===== src/rtl/ringosc_cnt_reader.sv =====
// ringosc_cnt_reader: measurement controller for the ring-oscillator ripple
// counter. It clears the counter, opens a gate of a programmed number of clk
// cycles, freezes the oscillator, lets the ripple chain settle, then reads the
// 64-bit count back one byte at a time through the counter's 8-bit shifted
// window. Each byte is sampled twice and re-read on disagreement.
module ringosc_cnt_reader #(
    parameter int GATE_W        = 24,
    parameter int CLR_CYCLES    = 2,
    parameter int SETTLE_CYCLES = 4,
    parameter int SAMPLE_WAIT   = 2,
    parameter int MAX_RETRY     = 3
) (
    input  logic              clk,
    input  logic              rst_n,
    input  logic              start,
    input  logic              abort,
    input  logic [GATE_W-1:0] gate_cycles,
    input  logic [7:0]        cnt_byte,
    output logic [5:0]        cnt_shift,
    output logic              cnt_stop,
    output logic              cnt_reset,
    output logic              busy,
    output logic              done,
    output logic              result_valid,
    output logic [63:0]       result,
    output logic              err
);

    // The phase counter shares one register for CLEAR, GATE and SETTLE, so it
    // must be wide enough for the gate length and for the short fixed delays.
    localparam int CNT_W = (GATE_W > 8) ? GATE_W : 8;

    typedef enum logic [2:0] {
        S_IDLE,
        S_CLEAR,
        S_GATE,
        S_SETTLE,
        S_READ,
        S_DONE
    } state_t;

    state_t            state_q, state_d;
    logic [CNT_W-1:0]  cnt_q, cnt_d;
    logic [CNT_W-1:0]  gate_len_q, gate_len_d;
    logic [2:0]        byte_idx_q, byte_idx_d;
    logic [7:0]        phase_q, phase_d;
    logic [7:0]        retry_q, retry_d;
    logic [7:0]        samp_a_q, samp_a_d;
    logic [5:0]        cnt_shift_q, cnt_shift_d;
    logic              cnt_stop_q, cnt_stop_d;
    logic              cnt_reset_q, cnt_reset_d;
    logic              busy_q, busy_d;
    logic              done_q, done_d;
    logic              result_valid_q, result_valid_d;
    logic [63:0]       result_q, result_d;
    logic              err_q, err_d;

    // Next-state and next-output computation; outputs are decoded from the
    // next state so every output is a flop.
    always_comb begin
        state_d        = state_q;
        cnt_d          = cnt_q;
        gate_len_d     = gate_len_q;
        byte_idx_d     = byte_idx_q;
        phase_d        = phase_q;
        retry_d        = retry_q;
        samp_a_d       = samp_a_q;
        result_d       = result_q;
        err_d          = err_q;
        result_valid_d = result_valid_q;

        case (state_q)
            S_IDLE: begin
                if (start) begin
                    state_d        = S_CLEAR;
                    cnt_d          = '0;
                    // A zero gate length still opens the gate for one cycle.
                    gate_len_d     = (gate_cycles == '0) ? CNT_W'(1) : CNT_W'(gate_cycles);
                    result_valid_d = 1'b0;
                    err_d          = 1'b0;
                end
            end
            S_CLEAR: begin
                if (cnt_q == CNT_W'(CLR_CYCLES - 1)) begin
                    state_d = S_GATE;
                    cnt_d   = '0;
                end else begin
                    cnt_d = cnt_q + 1'b1;
                end
            end
            S_GATE: begin
                if (cnt_q == gate_len_q - 1'b1) begin
                    state_d = S_SETTLE;
                    cnt_d   = '0;
                end else begin
                    cnt_d = cnt_q + 1'b1;
                end
            end
            S_SETTLE: begin
                if (cnt_q == CNT_W'(SETTLE_CYCLES - 1)) begin
                    state_d    = S_READ;
                    cnt_d      = '0;
                    byte_idx_d = 3'd0;
                    phase_d    = 8'd0;
                    retry_d    = 8'd0;
                end else begin
                    cnt_d = cnt_q + 1'b1;
                end
            end
            S_READ: begin
                if (phase_q == 8'(SAMPLE_WAIT)) begin
                    samp_a_d = cnt_byte;
                    phase_d  = phase_q + 8'd1;
                end else if (phase_q == 8'(SAMPLE_WAIT + 1)) begin
                    // cnt_byte here is sample B; accept it on agreement or when
                    // the retry budget for this byte is spent.
                    if ((samp_a_q == cnt_byte) || (retry_q == 8'(MAX_RETRY))) begin
                        result_d[{byte_idx_q, 3'b000} +: 8] = cnt_byte;
                        if (samp_a_q != cnt_byte) begin
                            err_d = 1'b1;
                        end
                        phase_d = 8'd0;
                        retry_d = 8'd0;
                        if (byte_idx_q == 3'd7) begin
                            state_d        = S_DONE;
                            result_valid_d = 1'b1;
                        end else begin
                            byte_idx_d = byte_idx_q + 3'd1;
                        end
                    end else begin
                        retry_d = retry_q + 8'd1;
                        phase_d = 8'd0;
                    end
                end else begin
                    phase_d = phase_q + 8'd1;
                end
            end
            S_DONE: begin
                state_d = S_IDLE;
            end
            default: begin
                state_d = S_IDLE;
            end
        endcase

        // Abort wins over everything, including a start seen in IDLE and a
        // byte completing on the same edge; status flags are left untouched.
        if (abort) begin
            state_d        = S_IDLE;
            result_valid_d = result_valid_q;
            err_d          = err_q;
            result_d       = result_q;
        end

        busy_d      = (state_d != S_IDLE);
        done_d      = (state_d == S_DONE);
        cnt_stop_d  = (state_d != S_GATE);
        cnt_reset_d = (state_d == S_CLEAR);
        if (state_d == S_READ) begin
            cnt_shift_d = {byte_idx_d, 3'b000};
        end else if (state_d == S_IDLE) begin
            cnt_shift_d = 6'd0;
        end else begin
            cnt_shift_d = cnt_shift_q;
        end
    end

    // State, datapath and output registers with asynchronous active-low reset.
    always_ff @(posedge clk or negedge rst_n) begin
        if (!rst_n) begin
            state_q        <= S_IDLE;
            cnt_q          <= '0;
            gate_len_q     <= CNT_W'(1);
            byte_idx_q     <= 3'd0;
            phase_q        <= 8'd0;
            retry_q        <= 8'd0;
            samp_a_q       <= 8'd0;
            cnt_shift_q    <= 6'd0;
            cnt_stop_q     <= 1'b1;
            cnt_reset_q    <= 1'b1;
            busy_q         <= 1'b0;
            done_q         <= 1'b0;
            result_valid_q <= 1'b0;
            result_q       <= 64'd0;
            err_q          <= 1'b0;
        end else begin
            state_q        <= state_d;
            cnt_q          <= cnt_d;
            gate_len_q     <= gate_len_d;
            byte_idx_q     <= byte_idx_d;
            phase_q        <= phase_d;
            retry_q        <= retry_d;
            samp_a_q       <= samp_a_d;
            cnt_shift_q    <= cnt_shift_d;
            cnt_stop_q     <= cnt_stop_d;
            cnt_reset_q    <= cnt_reset_d;
            busy_q         <= busy_d;
            done_q         <= done_d;
            result_valid_q <= result_valid_d;
            result_q       <= result_d;
            err_q          <= err_d;
        end
    end

    assign cnt_shift    = cnt_shift_q;
    assign cnt_stop     = cnt_stop_q;
    assign cnt_reset    = cnt_reset_q;
    assign busy         = busy_q;
    assign done         = done_q;
    assign result_valid = result_valid_q;
    assign result       = result_q;
    assign err          = err_q;

endmodule


===== config.mk =====
export PLATFORM = sky130hd
export DESIGN_NAME = ringosc_cnt_reader
export DESIGN_NICKNAME = d
export VERILOG_FILES = /design/src/rtl/ringosc_cnt_reader.sv
export SDC_FILE = /design/constraint.sdc
export NUM_CORES = 1
export LEC_CHECK = 0
export BUFFER_PORTS_ARGS = -buffer_cell sky130_fd_sc_hd__buf_2
export CORE_ASPECT_RATIO = 0.75
export CORE_MARGIN = 2
export CORE_UTILIZATION = 58
export CTS_BUF_LIST = sky130_fd_sc_hd__clkbuf_4 sky130_fd_sc_hd__clkbuf_8 sky130_fd_sc_hd__clkbuf_16
export CTS_CLUSTER_DIAMETER = 60
export DETAILED_ROUTE_END_ITERATION = 12
export PLACE_DENSITY = 0.79
export SYNTH_ARGS = -nofsm -noshare
export SYNTH_HDL_FRONTEND = slang
export SYNTH_SLANG_ARGS = --single-unit

===== constraint.sdc =====
create_clock -name clk -period 3.75 [get_ports clk]
set_input_delay 0.375 -clock clk [delete_from_list [all_inputs] [get_ports clk]]
set_output_delay 0.375 -clock clk [all_outputs]
set_load 0.1 [all_outputs]

[Word-level counts from Yosys, hierarchy flattened]
Index checks and enable logic that the tools add are counted.
Storage, ports and cells
  flip-flop bits (word level): 154
  latch bits: 0
  RAM bits: 0
  bits in read-only memories: 0
  input port bits: 36
  output and inout port bits: 76
  word-level logic and storage cells: 110
  memories: 0
Operators by class
  add/sub/neg operators: 6
  $mul: 0
  div/mod/pow operators: 0
  $lt $le $gt $ge: 0
  equal/unequal tests: 24
  shifts and indexed selects: 2
  mux-type cells: 44
  bitwise operators: 2
  reductions and logical operators: 17
Operator list (count)
  24-bit two-way mux: 5
  24-bit case mux with 4 select lines: 1
  64-bit bitwise mux: 1
  8-bit by 8-bit variable shift with 64-bit output (first input constant): 1
  8-bit by 8-bit indexed part select with 64-bit output: 1
  8-bit two-way mux: 6
  3-bit two-way mux: 14
  8-bit case mux with 2 select lines: 2
  24-bit by 1-bit adder with 24-bit output (second input constant): 1
  24-bit by 1-bit equality test with 1-bit output (second input constant): 1
  24-bit by 2-bit equality test with 1-bit output (second input constant): 1
  24-bit equality test: 1
  8-bit by 2-bit equality test with 1-bit output (second input constant): 3
  24-bit zero test: 1
  24-bit by 1-bit subtractor with 24-bit output (second input constant): 1
  8-bit by 1-bit adder with 8-bit output (second input constant): 2
  3-bit case mux with 5 select lines: 1
  2-bit inequality test (second input constant): 7
  7-bit AND reduction: 2
  3-bit equality test (second input constant): 4
  6-bit two-way mux: 2
  1-bit two-way mux: 9
  8-bit equality test: 1
  8-bit inequality test: 1
  16 further kinds: 26

[Longest topological paths before layout]
Gate-level depths: netlist of the first run.
  depth after elaboration: 10
  gate-level depth with buffers: 11

[Worst setup path before layout of the first run]
No wires, ideal clock.
  path type: reg-to-reg
  start point: register gate_len_q[3]
  end point: register cnt_q[14]
  library setup time: 133 ps
  data arrival time: 3188 ps
  data required time: 3617 ps
  slack: 429 ps
  cell stages (with the launch flop): 12
  cell sequence: dfrtp_1 -> buf_6 -> or4_4 -> buf_6 -> or4b_4 -> mux2_4 -> o211ai_2 -> nand3_1 -> or4_4 -> o21ai_4 -> buf_6 -> o211ai_1
On the way
  cells in the longest elaborated chain, start to end: 4
RTL lines
  start: declaration: RTL line 44  | logic [CNT_W-1:0] gate_len_q, gate_len_d;
  start signal: assignment: RTL line 189  | gate_len_q <= gate_len_d;
  24-bit by 1-bit subtractor with 24-bit output: RTL line 92  | if (cnt_q == gate_len_q - 1'b1) begin
  24-bit equality test: RTL line 92
  24-bit two-way mux: RTL line 92
  24-bit case mux with 4 select lines: RTL line 72  | case (state_q)
  end signal: assignment: RTL line 188  | cnt_q <= cnt_d;
  end: declaration: RTL line 43  | logic [CNT_W-1:0] cnt_q, cnt_d;
Every way passes these cells.
A chain may end at the register's enable or synchronous reset.

[Worst setup path in the final report of the first run]
  start point: register gate_len_q[3]
  end point: register cnt_q[21]
The elaborated chain is that of the path after synthesis.

==> metrics, run 1 <==
status=complete, no violations; setup bufs post-CTS=0; global route overflow=0; min cycle time layout=3.54 ns; dpl hpwl=14.6 mm; startpoint class of the critical path=register; Rel. slew slack=38.1%; Ys Warns=0; CTS tree=done; Fmax=0.282 GHz; worst slew pin tran=0.927 ns; H-Tree Depth=4; DIE AREA=15000 um^2; row count=37; synthesized area=8120 um^2; via count=6641; io pins=112; CP Max Fanout=13; vias per cell=6.23; Core ar.=13700 um^2; Placer Congestion=0.985; max-slew violations=0; final net count=926; FFs w/ async S/R, synth=100%; critical path class=reg -> reg; Layout Skew=0.00873 ns; Post-Syn Instances=783; WL per Instance=18.8 um; WL final=20.0 mm; drt pass-1 iters=5; final design utilization=68.2%; clock-pin transition on the worst setup and hold timing paths=0.06 ns; ys flop type=dfrtp_1; arrival time worst endpoint=3.83 ns; Worst EP required=4.03 ns; largest net degree at the start of global routing=101; CTS max path bufs=2; area grow syn2layout=15.0%; antenna diode count=0; CTS Buf Count=17; DRC violations left=0; final setup vio count=0; setup TNS=0 ns; PostCTS Resize Cnt=0; setup repair after global routing missed its margin=no; first-pass GRT wire length=32.8 mm; root buffer cell=clkbuf_16; Clock Latency Late Sink=0.42 ns; synthesized flop and latch total=151; number of global-route vias before repair=6325; ratio of final minimum period to clock period=94.5%; share of cells above drive strength 1=29.4%; Sinks on Clock Net=151; Hold Buf Count CTS=0; Worst IR Drop VDD=0.000346 V; Post-DRT Antenna Nets=0; Die H=106 um; Initial Util=59.2%; Setup crit end kind=register; post-synth cell types=69; Syn Area/Cell=10.4 um^2; GRT Overall Usage=27.6%; HP Class=in -> async; Static Leak=0.00445 uW; Post-synth EDFFs=0; Hold Vio Cnt, Final=0; Pwr Density=488 nW/um^2; sequential area share after synthesis=46.6%; I/O Buffers=108; initial antenna violation count=0; Die W=141 um; Max-cap violations=0; initial DRC count=599
layout make-up:
type | count | area, um^2
Fill cell | 1023 | 4360
Clock buffer | 17 | 425
Inverter | 22 | 82.6
Timing Repair Buffer | 114 | 592
Sequential cell | 151 | 3780
Multi-Input combinational cell | 572 | 4070
Tap cell | 175 | 219
Clock inverter | 15 | 165
Yosys cell counts (7+ instances only):
master	number	area, um^2
nor4_1	23	144
nor2_1	36	135
ha_1	12	150
nor3_1	20	100
nand2b_1	7	43.8
nor3b_1	7	52.6
nand2_1	77	289
and3_1	18	113
xnor2_1	24	210
nand3_1	20	100
a21oi_1	8	40.0
o211ai_1	8	60.1
nor2b_1	8	50.1
or3_1	11	68.8
or2_2	9	56.3
o21ai_1	7	35.0
mux2_2	94	1060
o21ai_0	37	185
dfrtp_1	148	3700
o31ai_1	7	52.6
o221ai_1	7	61.3
clkbuf_1	30	113
nand4_1	11	68.8
and2_1	31	194
inv_1	22	82.6
xor2_1	18	158
report_power, final:
group / switching (uW) / internal [uW] / total [uW]
clock: 724 / 996 / 1720
sequential: 209 / 1750 / 1960
combinational: 524 / 357 / 881
metal layers:
metal,track usage (%),part of all wire [%],vias up
met4,7.71,1.0,0
met1,42.1,47,3321
li1,-,-,3029
met2,40.7,45,271
met5,0,0,-
met3,5.00,6.7,20
cell families after synthesis:
group,share of synthesized area (%)
AOI/OAI and AO/OA,9.34
xor gates and xnor gates,4.81
adders and majority gates,1.85
buffers and inverters,3.39
DFF,46.6
muxes,13.6
other,0.0462
and+or+nand+nor,20.4
sequential cells by signal (all words and copies together), names as in the netlist:
| register | cells |
|---|---|
| result | 64 |
| busy | 1 |
| result_valid | 1 |
| err | 1 |
| done | 1 |
| cnt_shift | 3 |
| state_q | 3 |
| samp_a_q | 8 |
| byte_idx_q | 3 |
| cnt_stop | 1 |
| cnt_reset | 1 |
| retry_q | 8 |
| phase_q | 8 |
| gate_len_q | 24 |
| cnt_q | 24 |
stage by stage:
step	worst slack (ns)	total power (uW)	hold WS, ns	instances	instance area (um^2)
2_1_floorplan	0.429	2590	0.0794	785	8130
3_3_place_gp	0.319	2800	0.456	1034	8750
3_5_place_dp	0.248	2840	0.488	1034	8750
4_1_cts	0.226	4570	0.0885	1066	9340
5_1_grt	0.0178	4770	0.132	1066	9340
6_report	0.205	4560	0.0317	1066	9340
worst max-delay path: stages, from the launching register on:
cell      delay, ns
dfrtp_1        0.46
or4_4          0.62
or4b_4         0.56
mux2_4         0.32
o211ai_2       0.17
nand3_1        0.10
or4_4          0.66
o21ai_4        0.38
o21ai_1        0.15
cells in the final DEF (no fill, tap or decap), drive strengths merged, types with 6 or more instances in the layout:
cell type / Yosys / final
a21oi: 8 / 8
or4: 8 / 8
ha: 12 / 12
xnor2: 24 / 24
buf: 10 / 114
xor2: 18 / 18
nor3: 20 / 20
inv: 22 / 30
o221ai: 7 / 7
nor4b: 7 / 7
nand4: 11 / 11
or3: 11 / 11
clkbuf: 30 / 17
and3: 18 / 18
nand2: 77 / 77
o31ai: 7 / 7
and2: 31 / 31
nor3b: 7 / 7
o211ai: 9 / 9
nor2: 36 / 36
nor2b: 8 / 8
o22ai: 6 / 6
o21ai: 45 / 45
nand2b: 7 / 7
mux2: 95 / 95
dfrtp: 148 / 148
nand3: 20 / 20
nor4: 23 / 23
or2: 9 / 9
worst paths after layout:
kind	start	endpoint	slack (ns)	cells past startpoint
worst max-delay path	gate_len_q[3]	cnt_q[21]	0.21	8
worst min-delay path	rst_n	gate_len_q[11]	0.03	1
worst max register to register	gate_len_q[3]	cnt_q[21]	0.21	8
worst min register to register	retry_q[7]	retry_q[7]	0.50	1
max in group asynchronous	rst_n	cnt_stop	2.71	2
min in group clk	gate_cycles[12]	gate_len_q[12]	0.19	3
(Power assumes the default switching activity.)
==> run 2: changes to the inputs <==
--- a/config.mk
+++ b/config.mk
@@ -5,14 +5,16 @@
 export SDC_FILE = /design/constraint.sdc
 export NUM_CORES = 1
 export LEC_CHECK = 0
+export ABC_AREA = 1
+export ABC_CLOCK_PERIOD_IN_PS = 3750
 export BUFFER_PORTS_ARGS = -buffer_cell sky130_fd_sc_hd__buf_2
 export CORE_ASPECT_RATIO = 0.75
 export CORE_MARGIN = 2
-export CORE_UTILIZATION = 58
+export CORE_UTILIZATION = 59
 export CTS_BUF_LIST = sky130_fd_sc_hd__clkbuf_4 sky130_fd_sc_hd__clkbuf_8 sky130_fd_sc_hd__clkbuf_16
 export CTS_CLUSTER_DIAMETER = 60
 export DETAILED_ROUTE_END_ITERATION = 12
-export PLACE_DENSITY = 0.79
+export PLACE_DENSITY = 0.8
 export SYNTH_ARGS = -nofsm -noshare
 export SYNTH_HDL_FRONTEND = slang
 export SYNTH_SLANG_ARGS = --single-unit
==> metrics, run 2 <==
setup bufs post-CTS=0; launch point of the worst reg-to-reg path=byte_idx_q[0]; area grow syn2layout=15.0%; PostCTS Resize Cnt=0; setup repair after global routing missed its margin=no; leading cell type in the layout, fill and taps excluded=nand2_1; crit-path cells=inv_1, ha_1, ha_1, clkinv_1, nor4_1, nand3b_1, o21ai_0; area of placed instances=9310 um^2; ratio of final minimum period to clock period=78.3%; number of global-route vias before repair=7099; Hold Vio Cnt, Final=0; via count=7994; Post-Syn Instances=1153; Initial Util=60.0%; GRT Overall Usage=29.8%; r2r worst-path depth=7; worst slew pin tran=0.904 ns; I/O Buffers=108; CP max stage cell=ha_1; Core ar.=14400 um^2; min-delay src=gate_cycles[9]; top post-synthesis cells by count=nand2_1 (326), dfrtp_1 (148), inv_1 (148); Slowest Stage Delay on Critical Path=0.52 ns; arrival time worst endpoint=3.27 ns; critical path class=reg -> reg; Placer Congestion=0.964; Die W=144 um; root buffer cell=clkbuf_16; ys flop type=dfrtp_1; synthesized area=8650 um^2; Hold Crit Depth=3; Hold Path Sink=gate_len_q[9]; Syn Area/Cell=7.50 um^2; Rel. slew slack=39.3%; post-synth cell types=45; Post-DRT Antenna Nets=0; Max-cap violations=0; most common cell in the netlist=nand2_1; HP Class=in -> reg; CP Max Fanout=17; CTS Buf Count=17; Largest register FFs=64; CP dominant cell by count=ha_1; share of the synthesized area in the top cell type=42.8%; Pwr Density=500 nW/um^2; initial antenna violation count=0; CTS max path bufs=2; io pins=112; initial DRC count=934; first-pass GRT wire length=36.2 mm; Die H=109 um; min cycle time layout=2.94 ns; Fmax=0.340 GHz; post-route cell area=9940 um^2; Hold Buf Count CTS=1; Worst EP required=4.08 ns; setup TNS=0 ns; Static Leak=0.00499 uW; most frequent cells in the layout=nand2_1 (326), inv_1 (148), dfrtp_1 (148); status=complete, no violations; largest net degree at the start of global routing=71; final setup vio count=0; DRC violations left=0; clock-pin transition on the worst setup and hold timing paths=0.06 ns; post-synth top area cell=dfrtp_1; global route overflow=0; Worst IR Drop VDD=0.000611 V; vias per cell=5.46; row count=38; final net count=1299; DIE AREA=15700 um^2; antenna diode count=0; sequential area share after synthesis=43.7%; synthesized flop and latch total=151; Ys Warns=0; FFs w/ async S/R, synth=100%; flop2flop setup slack=0.81 ns; Post-synth EDFFs=0; dpl hpwl=16.6 mm; startpoint class of the critical path=register; Setup crit end kind=register; WL final=22.1 mm; Clock Latency Late Sink=0.43 ns; H-Tree Depth=4; WL per Instance=15.1 um; Layout Skew=0.00561 ns; share of cells above drive strength 1=15.6%; worst r2r dst=result[6]; max-slew violations=0; drt pass-1 iters=5; Synth area leaders=dfrtp_1 (43%), nand2_1 (14%), inv_1 (6.4%); Sinks on Clock Net=151; CTS tree=done
## run 2: cell types whose count changed in the layout (fill, tap and decap cells not counted), sizes merged, moves of 16 or more
cell / previous run / this run
and2: 31 / 1
nand2: 77 / 332
and3: 18 / 0
nor2: 36 / 109
nand3: 20 / 43
nor3: 20 / 36
nand4: 11 / 40
inv: 30 / 159
o21ai: 45 / 121
mux2: 95 / 0
## run 2: cells by family (layout without fill, tap and decap cells)
| family | count (synthesis) | in the layout | share of synthesized area, % |
|---|---|---|---|
| flip-flops | 151 | 151 | 43.7 |
| adder cells (fa/ha/maj) | 12 | 12 | 1.74 |
| XOR/XNOR | 50 | 50 | 5.06 |
| other | 1 | 3 | 0.0434 |
| AND/OR/NAND/NOR | 586 | 586 | 29.8 |
| buffers and inverters | 194 | 303 | 8.97 |
| AO/OA/AOI/OAI | 159 | 159 | 10.7 |
## run 2: worst max path at each step
stage	startpoint	endpoint	slack, ns	depth (start not counted)
finish	byte_idx_q[0]	result[6]	0.81	7
global route	byte_idx_q[0]	result[2]	0.48	7
CTS	byte_idx_q[0]	result[4]	0.89	7
detailed placement	byte_idx_q[0]	result[4]	0.93	7
global placement	byte_idx_q[0]	result[3]	1.05	8
floorplan	byte_idx_q[0]	result[6]	1.10	12
## run 2: through the flow
stage | total power [uW] | utilization (%) | hold WS (ns) | std cells | worst slack, ns
floorplan | 2870 | - | 0.0794 | 1155 | 1.10
detailed placement | 3180 | 64.7 | 0.408 | 1431 | 0.931
CTS | 4970 | 69.0 | 0.152 | 1464 | 0.894
finish | 4970 | 69.0 | 0.168 | 1464 | 0.813
global route | 5230 | 69.0 | 0.156 | 1464 | 0.477
global placement | 3150 | 64.7 | 0.405 | 1431 | 1.05
## run 2: final cells by class
| class | count | area (um^2) |
|---|---|---|
| Inverter | 154 | 578 |
| Multi-Input combinational cell | 810 | 4100 |
| Clock buffer | 17 | 425 |
| Fill cell | 1186 | 4470 |
| Sequential cell | 151 | 3780 |
| Timing Repair Buffer | 117 | 617 |
| Tap cell | 200 | 250 |
| Clock inverter | 15 | 191 |
## run 2: critical path: cells and delay by family (launching register included)
family          cells  cell delay, ns
buf+inv             2            0.73
flops               1            0.38
fa+ha+maj           2            0.73
compound gates      1            0.31
simple gates        2            0.69
## run 2: layer usage
layer | GRT usage, % | wire length (um) | vias up
met5 | 0 | 0 | -
li1 | - | - | 3905
met2 | 38.9 | 8760 | 324
met4 | 8.26 | 277 | 0
met3 | 6.81 | 1970 | 27
met1 | 48.7 | 11100 | 3738
## run 2: report_power, final
group	switching [uW]	internal [uW]	leakage, uW
Combinational	888	359	0.00270
Clock	729	1070	0.000303
Sequential	171	1760	0.00199
==> run 3: changes to the inputs <==
--- a/config.mk
+++ b/config.mk
@@ -6,7 +6,7 @@
 export NUM_CORES = 1
 export LEC_CHECK = 0
 export ABC_AREA = 1
-export ABC_CLOCK_PERIOD_IN_PS = 3750
+export ABC_CLOCK_PERIOD_IN_PS = 3000
 export BUFFER_PORTS_ARGS = -buffer_cell sky130_fd_sc_hd__buf_2
 export CORE_ASPECT_RATIO = 0.75
 export CORE_MARGIN = 2
==> constraint.sdc (replaced) <==
create_clock -name clk -period 3 [get_ports clk]
set_input_delay 0.3 -clock clk [delete_from_list [all_inputs] [get_ports clk]]
set_output_delay 0.3 -clock clk [all_outputs]
set_load 0.1 [all_outputs]
==> metrics, run 3 (synthesis results as in run 2) <==
Placer Congestion=0.945; setup TNS=0 ns; Setup crit end kind=register; drt pass-1 iters=5; Layout Skew=0.0118 ns; CP Max Fanout=20; via count=8100; WL final=22.3 mm; area grow syn2layout=15.2%; final setup vio count=0; CTS tree=done; io pins=112; Worst setup startpoint=gate_len_q[1]; dpl hpwl=16.6 mm; r2r worst-path depth=14; Die W=144 um; DRC violations left=0; Worst EP required=3.30 ns; status=complete, no violations; worst r2r dst=cnt_q[18]; clock-pin transition on the worst setup and hold timing paths=0.07 ns; root buffer cell=clkbuf_16; Slowest Stage Delay on Critical Path=0.40 ns; Max-cap violations=0; initial antenna violation count=0; HP Class=in -> reg; GRT met3 Usage=5.49%; Sinks on Clock Net=151; row count=38; post-route cell area=9960 um^2; PostCTS Resize Cnt=0; GRT Overall Usage=29.9%; arrival time worst endpoint=2.88 ns; launch point of the worst reg-to-reg path=gate_len_q[1]; flop2flop setup slack=0.42 ns; Setup WS pre-CTS=0.452 ns; leading cell type in the layout, fill and taps excluded=nand2_1; number of global-route vias before repair=7066; Rel. slew slack=40.2%; Worst setup endpoint=cnt_q[18]; met2 Resource Use GR=40.3%; crit-path cells=inv_1, ha_1, nand2_2, nor2_4, nand2_1, xor2_1, nand2_1, inv_1, nand2_1, nor2_2, nand3_1, a21oi_2, buf_4, o21ai_2; Hold Vio Cnt, Final=0; Clock Latency Late Sink=0.42 ns; met1 usage=49.1%; min cycle time layout=2.58 ns; ratio of final minimum period to clock period=85.9%; Static Leak=0.00500 uW; CP dominant cell by count=nand2_1; Fmax=0.388 GHz; first-pass GRT wire length=36.3 mm; antenna diode count=0; setup repair after global routing missed its margin=no; Pwr Density=612 nW/um^2; area of placed instances=9370 um^2; vias per cell=5.51; most frequent cells in the layout=nand2_1 (326), inv_1 (148), dfrtp_1 (148); DIE AREA=15700 um^2; CTS max path bufs=2; H-Tree Depth=4; global route overflow=0; startpoint class of the critical path=register; Worst IR Drop VDD=0.000498 V; final net count=1306; critical path class=reg -> reg; WL per Instance=15.2 um; CTS Buf Count=17; worst slew pin tran=0.895 ns; share of cells above drive strength 1=16.1%; CP max stage cell=dfrtp_1; Largest register FFs=64; setup bufs post-CTS=0; min setup slack post-route=0.424 ns; Post-DRT Antenna Nets=0; initial DRC count=911; Hold Crit Depth=3; largest net degree at the start of global routing=76; Initial Util=60.0%; I/O Buffers=108; busiest grt layer=met1; Die H=109 um; Core ar.=14400 um^2; max-slew violations=0
run 3: how the worst min path moves through the flow:
stage,slack [ns],start,to
final,0.09,gate_cycles[9],gate_len_q[9]
after global routing,0.11,gate_cycles[9],gate_len_q[9]
after CTS,0.08,gate_cycles[9],gate_len_q[9]
after detailed placement,0.37,rst_n,gate_len_q[11]
after global placement,0.36,rst_n,gate_len_q[11]
after floorplan,0.004,rst_n,busy
run 3: cell type report:
class	instances	area, um^2
fillers	1206	4440
flip-flops and latches	151	3780
repair buffers	124	669
clock buffers	17	425
multi-input cells	810	4100
clock inverters	15	160
well taps	200	250
inverters	154	578
run 3: power by group:
| group | internal (uW) | switching [uW] | total, uW |
|---|---|---|---|
| registers | 2190 | 222 | 2410 |
| clock network | 1110 | 1000 | 2120 |
| logic | 453 | 1110 | 1560 |
run 3: critical path, delay by kind of cell (launching register included):
kind | cells | cell delay, ns
compound gates | 2 | 0.21
simple gates | 7 | 0.94
buf+inv | 3 | 0.49
fa+ha+maj | 1 | 0.22
xor+xnor | 1 | 0.19
flops | 1 | 0.40
run 3: timing repair:
action / in CTS / in global routing
setup endpoints to repair: 0 / 0
hold endpoints to repair: 71 / 0
hold buffers: 1 / 0
run 3: stage by stage:
step           instances  util (%)  hold slack [ns]  total power [uW]
2_1_floorplan       1155         -          0.00441              3590
6_report            1471      69.2           0.0925              6090
3_3_place_gp        1438      65.0            0.365              3950
3_5_place_dp        1438      65.0            0.372              3970
4_1_cts             1471      69.2           0.0802              6080
5_1_grt             1471      69.2            0.106              6410
run 3: metal layers:
metal / part of all wire [%] / up-vias / wire [um]
met1: 49 / 3800 / 11100
met3: 9.5 / 24 / 2130
met5: 0 / - / 0
met4: 0.92 / 0 / 206
li1: - / 3922 / -
met2: 40 / 354 / 8950
